$ cat config.mk
export PLATFORM = sky130hd
export DESIGN_NAME = spi_regbank_bpl
export DESIGN_NICKNAME = d
export VERILOG_FILES = /design/src/rtl/spi_bpl_pkg.sv /design/src/rtl/spi_bpl_sync.sv /design/src/rtl/spi_regbank_bpl.sv
export SDC_FILE = /design/constraint.sdc
export NUM_CORES = 1
export LEC_CHECK = 0
export ABC_AREA = 0
export CELL_PAD_IN_SITES_DETAIL_PLACEMENT = 1
export CELL_PAD_IN_SITES_GLOBAL_PLACEMENT = 2
export CORE_MARGIN = 2
export CORE_UTILIZATION = 35
export CTS_CLUSTER_DIAMETER = 80
export DETAILED_ROUTE_END_ITERATION = 8
export PLACE_DENSITY = 0.9
export RECOVER_POWER = 100
export SETUP_SLACK_MARGIN = 0.15
export SYNTH_ARGS = -nofsm -noshare
export SYNTH_HDL_FRONTEND = slang
export SYNTH_SLANG_ARGS = --single-unit
$ cat constraint.sdc
create_clock -name clk -period 3.4 [get_ports clk]
set_input_delay 0.68 -clock clk [delete_from_list [all_inputs] [get_ports clk]]
set_output_delay 0.68 -clock clk [all_outputs]
set_load 0.005 [all_outputs]
$ cat src/rtl/spi_bpl_pkg.sv
// Shared definitions for the backplane SPI register bank.
//   state_t     : frame FSM states
//   CMD_W/RW_BIT: command byte width and read/write flag position
//   SYNC_STAGES : depth of the pin synchronisers
//   adr_w(n)    : channel index width, never below 1
package spi_bpl_pkg;
   typedef enum logic [2:0] {
      ST_IDLE,
      ST_CMD,
      ST_RD,
      ST_WR,
      ST_SKIP
   } state_t;

   localparam int CMD_W       = 8;
   localparam int RW_BIT      = 7;
   localparam int SYNC_STAGES = 3;

   function automatic int adr_w(input int n);
      return (n <= 2) ? 1 : $clog2(n);
   endfunction
endpackage

$ cat src/rtl/spi_bpl_sync.sv
// Three-stage synchroniser with edge decode for one asynchronous pin.
//   clk, rst : system clock, async active-high reset
//   din      : asynchronous pin
//   lvl      : synchronised level
//   rise/fall: one-cycle pulses decoded from the two oldest stages
module spi_bpl_sync
   import spi_bpl_pkg::*;
#(
   parameter logic INIT = 1'b0
) (
   input  logic clk,
   input  logic rst,
   input  logic din,
   output logic lvl,
   output logic rise,
   output logic fall
);
   logic [SYNC_STAGES-1:0] sh;

   always_ff @(posedge clk or posedge rst) begin
      if (rst) sh <= {SYNC_STAGES{INIT}};
      else     sh <= {sh[SYNC_STAGES-2:0], din};
   end

   assign lvl  = sh[1];
   assign rise = sh[1] & ~sh[2];
   assign fall = ~sh[1] & sh[2];
endmodule

$ cat src/rtl/spi_regbank_bpl.sv
// SPI mode-0 slave register bank for the backplane link. A frame is an
// 8-bit command (bit 7 = write, bits 6:0 = start address) followed by
// data words; the channel index auto-increments across a burst.
//   clk, rst        : system clock, async active-high reset
//   sclk, cs, mosi  : SPI pins (asynchronous, oversampled in clk)
//   miso, oe_drv    : SPI data out and its driver enable
//   rd_data         : NREG read sources, channel k at [k*DATA_W +: DATA_W]
//   rd_stb, rd_adr  : word captured for readout (clear-on-read hook)
//   wr_stb, wr_adr, wr_data : completed write word
module spi_regbank_bpl
   import spi_bpl_pkg::*;
#(
   parameter int         DATA_W   = 8,
   parameter int         NREG     = 4,
   parameter logic [6:0] BASE_ADR = 7'h10
) (
   input  logic                     clk,
   input  logic                     rst,
   input  logic                     sclk,
   input  logic                     cs,
   input  logic                     mosi,
   output logic                     miso,
   output logic                     oe_drv,
   input  logic [NREG*DATA_W-1:0]   rd_data,
   output logic                     rd_stb,
   output logic [adr_w(NREG)-1:0]   rd_adr,
   output logic                     wr_stb,
   output logic [adr_w(NREG)-1:0]   wr_adr,
   output logic [DATA_W-1:0]        wr_data
);
   localparam int AW    = adr_w(NREG);
   // The final bit of a word is taken straight from mosi, so the shift
   // register is one bit shorter than the longest word.
   localparam int SH_W  = ((DATA_W > CMD_W) ? DATA_W : CMD_W) - 1;
   localparam int CNT_W = $clog2(SH_W + 2);

   logic sck_lvl, sck_rise, sck_fall;
   logic cs_lvl, cs_rise, cs_fall;

   spi_bpl_sync #(.INIT(1'b0)) u_sck_sync (
      .clk (clk), .rst (rst), .din (sclk),
      .lvl (sck_lvl), .rise (sck_rise), .fall (sck_fall)
   );

   spi_bpl_sync #(.INIT(1'b1)) u_cs_sync (
      .clk (clk), .rst (rst), .din (cs),
      .lvl (cs_lvl), .rise (cs_rise), .fall (cs_fall)
   );

   state_t            state, nxt;
   logic [1:0]        mosi_q;
   logic [CNT_W-1:0]  bit_cnt;
   logic [SH_W-1:0]   sh;
   logic [DATA_W-1:0] rd_sh;
   logic [AW-1:0]     ch;
   logic [1:0]        fill;
   logic              armed;

   logic              mosi_s, sck_r, sck_f;
   logic [CMD_W-1:0]  cmd_word;
   logic [6:0]        cmd_adr;
   logic [AW-1:0]     cmd_ch, load_ch;
   logic              in_win, cmd_done, word_done, last_ch, rd_load;

   // mosi is delayed to line up with the sclk stage that decodes the rise.
   assign mosi_s   = mosi_q[1];
   // A cs rise in the same cycle as an sclk edge discards the edge.
   assign sck_r    = sck_rise & ~cs_rise;
   assign sck_f    = sck_fall & ~cs_rise;

   assign cmd_word = {sh[CMD_W-2:0], mosi_s};
   assign cmd_adr  = cmd_word[CMD_W-2:0];
   assign in_win   = ({1'b0, cmd_adr} >= {1'b0, BASE_ADR}) &&
                     ({1'b0, cmd_adr} <  8'(BASE_ADR + NREG));
   assign cmd_ch   = AW'(cmd_adr - BASE_ADR);

   assign cmd_done  = (state == ST_CMD) && sck_r && (bit_cnt == CNT_W'(CMD_W-1));
   assign word_done = ((state == ST_RD) || (state == ST_WR)) && sck_r &&
                      (bit_cnt == CNT_W'(DATA_W-1));
   assign last_ch   = (ch == AW'(NREG-1));

   // Capture a read word on the command's last rise, or on the last rise
   // of a word when the next channel is still inside the window.
   assign rd_load = (cmd_done && in_win && !cmd_word[RW_BIT]) ||
                    ((state == ST_RD) && word_done && !last_ch);
   assign load_ch = (state == ST_CMD) ? cmd_ch : ch + AW'(1);
   assign rd_stb  = rd_load;
   assign rd_adr  = rd_load ? load_ch : '0;

   always_ff @(posedge clk or posedge rst) begin
      if (rst) state <= ST_IDLE;
      else     state <= nxt;
   end

   always_comb begin
      nxt = state;
      if (cs_rise) begin
         nxt = ST_IDLE;
      end else begin
         case (state)
            ST_IDLE: if (cs_fall && armed) nxt = ST_CMD;
            ST_CMD:  if (cmd_done) nxt = !in_win            ? ST_SKIP :
                                         cmd_word[RW_BIT]   ? ST_WR   : ST_RD;
            ST_RD,
            ST_WR:   if (word_done && last_ch) nxt = ST_SKIP;
            default: nxt = state;
         endcase
      end
   end

   always_ff @(posedge clk or posedge rst) begin
      if (rst) begin
         mosi_q  <= '0;
         bit_cnt <= '0;
         sh      <= '0;
         rd_sh   <= '0;
         ch      <= '0;
         fill    <= '0;
         armed   <= 1'b0;
         miso    <= 1'b1;
         oe_drv  <= 1'b0;
         wr_stb  <= 1'b0;
         wr_adr  <= '0;
         wr_data <= '0;
      end else begin
         mosi_q <= {mosi_q[0], mosi};
         wr_stb <= 1'b0;

         // Frames are accepted only after the synchronisers hold real
         // samples showing an idle bus, so cs held low through reset
         // release cannot masquerade as a fresh frame start.
         if (fill != 2'd3) fill <= fill + 2'd1;
         if (fill == 2'd3 && cs_lvl && !sck_lvl) armed <= 1'b1;

         if (state == ST_IDLE || cs_rise)
            bit_cnt <= '0;
         else if (sck_r && (state == ST_CMD || state == ST_RD || state == ST_WR))
            bit_cnt <= (cmd_done || word_done) ? '0 : bit_cnt + CNT_W'(1);

         if (sck_r && (state == ST_CMD || state == ST_WR))
            sh <= {sh[SH_W-2:0], mosi_s};

         if (cmd_done)
            ch <= cmd_ch;
         else if (word_done && !last_ch)
            ch <= ch + AW'(1);

         // The MSB is already presented after capture, so the fall that
         // follows the capturing rise must hold it rather than shift.
         if (rd_load)
            rd_sh <= rd_data[load_ch*DATA_W +: DATA_W];
         else if (state == ST_RD && sck_f && bit_cnt != '0)
            rd_sh <= {rd_sh[DATA_W-2:0], 1'b0};

         if (state == ST_WR && word_done) begin
            wr_stb  <= 1'b1;
            wr_adr  <= ch;
            wr_data <= {sh[DATA_W-2:0], mosi_s};
         end

         miso   <= (state == ST_RD) ? rd_sh[DATA_W-1] : 1'b1;
         oe_drv <= (state == ST_RD);
      end
   end
endmodule

==> results of run 1 <==
[layout make-up]
| cell class | instances | share of cell area |
|---|---|---|
| Inverter | 8 | 0.009615 |
| Clock inverter | 2 | 0.01242 |
| Clock buffer | 6 | 0.02644 |
| Tap cell | 80 | 0.03205 |
| Sequential cell | 48 | 0.3862 |
| Multi-Input combinational cell | 153 | 0.3594 |
| Timing Repair Buffer | 55 | 0.1739 |
[layer usage]
layer | part of all wire | track usage | vias to the layer above
li1 | - | - | 889
met5 | 0 | 0 | -
met3 | 0.041 | 0.03697 | 5
met4 | 0.012 | 0.05035 | 0
met2 | 0.49 | 0.2526 | 34
met1 | 0.46 | 0.1982 | 922
[power breakdown]
| group | internal [uW] | switching (uW) |
|---|---|---|
| logic | 102 | 94.0 |
| registers | 592 | 42.4 |
| clock network | 241 | 193 |
| total | 934 | 330 |
[cells by family (layout without fill, tap and decap cells)]
logic type	count (synthesis)	count (layout)	synth area share
AND/OR/NAND/NOR	57	57	0.1278
AO/OA/AOI/OAI	51	51	0.1293
flip-flops	48	48	0.4987
multiplexers	40	40	0.1785
buffers and inverters	18	71	0.04139
adder cells (fa/ha/maj)	4	4	0.02069
XOR/XNOR	1	1	0.003622
[synthesized netlist by cell type (3+ instances only)]
cell	instances	area (sq um)
sky130_fd_sc_hd__a21oi_1	17	85.08
sky130_fd_sc_hd__a221o_1	5	50.05
sky130_fd_sc_hd__buf_6	4	45.04
sky130_fd_sc_hd__dfrtp_1	44	1101
sky130_fd_sc_hd__dfstp_2	4	105.1
sky130_fd_sc_hd__ha_1	4	50.05
sky130_fd_sc_hd__inv_1	8	30.03
sky130_fd_sc_hd__mux2_2	18	202.7
sky130_fd_sc_hd__mux2i_1	20	200.2
sky130_fd_sc_hd__nand2_1	16	60.06
sky130_fd_sc_hd__nand2b_1	4	25.02
sky130_fd_sc_hd__nand3_1	3	15.01
sky130_fd_sc_hd__nor2_1	9	33.78
sky130_fd_sc_hd__nor2b_1	5	31.28
sky130_fd_sc_hd__nor3b_1	3	22.52
sky130_fd_sc_hd__o21ai_0	15	75.07
sky130_fd_sc_hd__or3_1	3	18.77
[flip-flops by register name, indices dropped and copies added, names as in the netlist]
signal and cells:
sh 7, mosi_q 2, wr_stb 1, armed 1, u_sck_sync.sh 3, oe_drv 1, fill 2, wr_data 8
rd_sh 8, state 3, ch 2, bit_cnt 4, wr_adr 2, miso 1, u_cs_sync.sh 3
[repair_timing]
item | 4_1_cts | 5_1_grt
hold endpoints to repair | 0 | 0
resized for setup | 0 | 3
buffers inserted | 0 | 0
hold buffers | 0 | 0
endpoints found under the setup margin | 0 | 2
[worst max path at each step]
stage,cells after the start,endpoint,startpoint
floorplan,7,rd_adr[0],bit_cnt[0]
finish,6,rd_adr[0],u_cs_sync.sh[2]
detailed placement,6,rd_adr[0],state[2]
CTS,6,rd_adr[0],state[2]
global route,7,rd_adr[0],bit_cnt[0]
global placement,4,rd_adr[0],state[2]
[per-stage QoR]
step	area (sq um)	hold slack (ns)	util	setup slack, ns
5_1_grt	3123	0.3737	0.4622	0.08705
3_5_place_dp	2998	0.3416	0.4437	0.5147
2_1_floorplan	2419	0.3312	-	1.072
3_3_place_gp	2998	0.3320	0.4437	0.6702
4_1_cts	3119	0.3608	0.4617	0.1698
6_report	3123	0.3647	0.4622	0.2751
==> impl_metrics.toml, run 1 <==
[grt]
grt_use_total = 0.1531
grt_pass1_vias = 1931
grt_start_max_net_pins = 49
grt_pass1_wl_um = 9121
antenna_found_initial = 0
gr-total-overflow = 0

[critical_path]
worst_r2r_endpoint = "wr_adr[0]"
timing.reg2reg.setup_slack_ns = 0.79
worst-endpoint-arrival_ns = 2.44
cp_num_buf_inv = 2
timing.critical_path.from_type = "flip-flop"
reg2reg_from = "u_cs_sync.sh[2]"
critPathKind = "flip-flop to primary output"
setup.worst_path.end_class = "primary output"
crit_path_max_incr_delay_ns = 0.55
path_delay_family = "buffers and inverters"
worstPathMaxFanout = 8
crit_chain = "nand2b_1, nand3_1, a21o_2, inv_1, and2_0, clkdlybuf4s50_1"
cp_data_required_time_ns = 2.72
crit_path_top_delay_cell = "sky130_fd_sc_hd__dfstp_1"
ff2ff_path_depth = 5

[timing]
skew_ns = 0.007403
tightest_slew_ns = 1.801
layout_worst_path_cycle_share = 0.9191
final-setup-viol-count = 0
rsz0062_at_grt = "no"
max-slew-margin-rel = -0.2017
drv_slew = 49
setup_tns_ns = 0
hold_viol = 0
clock.fmax_ghz = 0.3200
fin_crit_ns = 3.125

[route]
route.detailed.drc = 0
vias = 1850
detail_route.wirelength_um = 5615
ant_nets = 0
detail_route.vias_per_cell = 5.256
drtIter0Drc = 44
route.detailed.wl_per_inst_um = 15.95
drt-pass1-iter-count = 4

[run_status]
violations = "capacitance limit, slew limit"
status = "complete, but fails checks"

[cells_and_area]
ff_latch_area_sq_mm = 0.001206
filler_cell_count = 749
fin_cells = 352
most_common_cell_after_layout_fill_and_taps_aside = "sky130_fd_sc_hd__dfrtp_1"
layout_common_cells = "sky130_fd_sc_hd__dfrtp_1 (44), sky130_fd_sc_hd__clkdlybuf4s50_1 (33), sky130_fd_sc_hd__mux2i_1 (20)"
antenna_cells = 0
final_nets = 312
area_growth_from_synthesis_to_layout_pct = 29.13
drive_gt1_frac = 0.1324
multi_input_area_sq_mm = 0.001122

[yosys]
syn_nets = 260
netlist-cell-type-count = 43
synth_enable_flop_cells = 0
postSynthCellCount = 219
post_synth_instance_area_sq_mm = 0.002419
seq_area_frac_synth = 0.4987
yosys_warnings = 0
ys_seq_elements = 48
async_flop_share = 1.000
ys_dominant_reg_cell = "sky130_fd_sc_hd__dfrtp_1"
synth.avg_cell_area_sq_um = 11.04

[floorplanning]
die_width_um = 87.13
top_level_ports = 53
dieArea_sq_mm = 0.007591
floorplan.rows = 30
floorplan.initialDensity = 0.3580
dieHeight_um = 87.13
core_area_sq_mm = 0.006756

[cts]
cts_inserted_buffers = 5
clkTransAtPathRegs_ns = 0.09
insertion_delay_ns = 0.30
clkSinkCount = 48
root_buffer = "sky130_fd_sc_hd__clkbuf_8"
htreeDepth = 2
clock_tree.buffer_depth = 2
tritoncts = "built"

[hold_path]
timing.hold.worst.start = "u_cs_sync.sh[0]"
worst_hold_path.num_cells = 0
hold_path_class = "flip-flop to flip-flop"
whs_endpoint = "u_cs_sync.sh[1]"

[pwr]
leakagePower_uw = 0.001319
power-per-cell-area_mw_per_mm2 = 404.7
power_uw = 1264
power.ir.vdd_worst_mv = 0.3013

[job]
max_cap_viols = 1

[placed_design]
finalWeightedCongestion = 0.7578
post-dp-hpwl_um = 4112
dp.cells = 344
buffer_ports.inserted = 52
No activity file was read; power rests on OpenSTA's default activity.
==> inputs of run 2 (changes only) <==
--- a/config.mk
+++ b/config.mk
@@ -10,7 +10,7 @@
 export CELL_PAD_IN_SITES_GLOBAL_PLACEMENT = 2
 export CORE_MARGIN = 2
 export CORE_UTILIZATION = 35
-export CTS_CLUSTER_DIAMETER = 80
+export CTS_CLUSTER_DIAMETER = 200
 export DETAILED_ROUTE_END_ITERATION = 8
 export PLACE_DENSITY = 0.9
 export RECOVER_POWER = 100
==> results of run 2 <==
Final layout, timing and power as in run 1 (identical DEF).
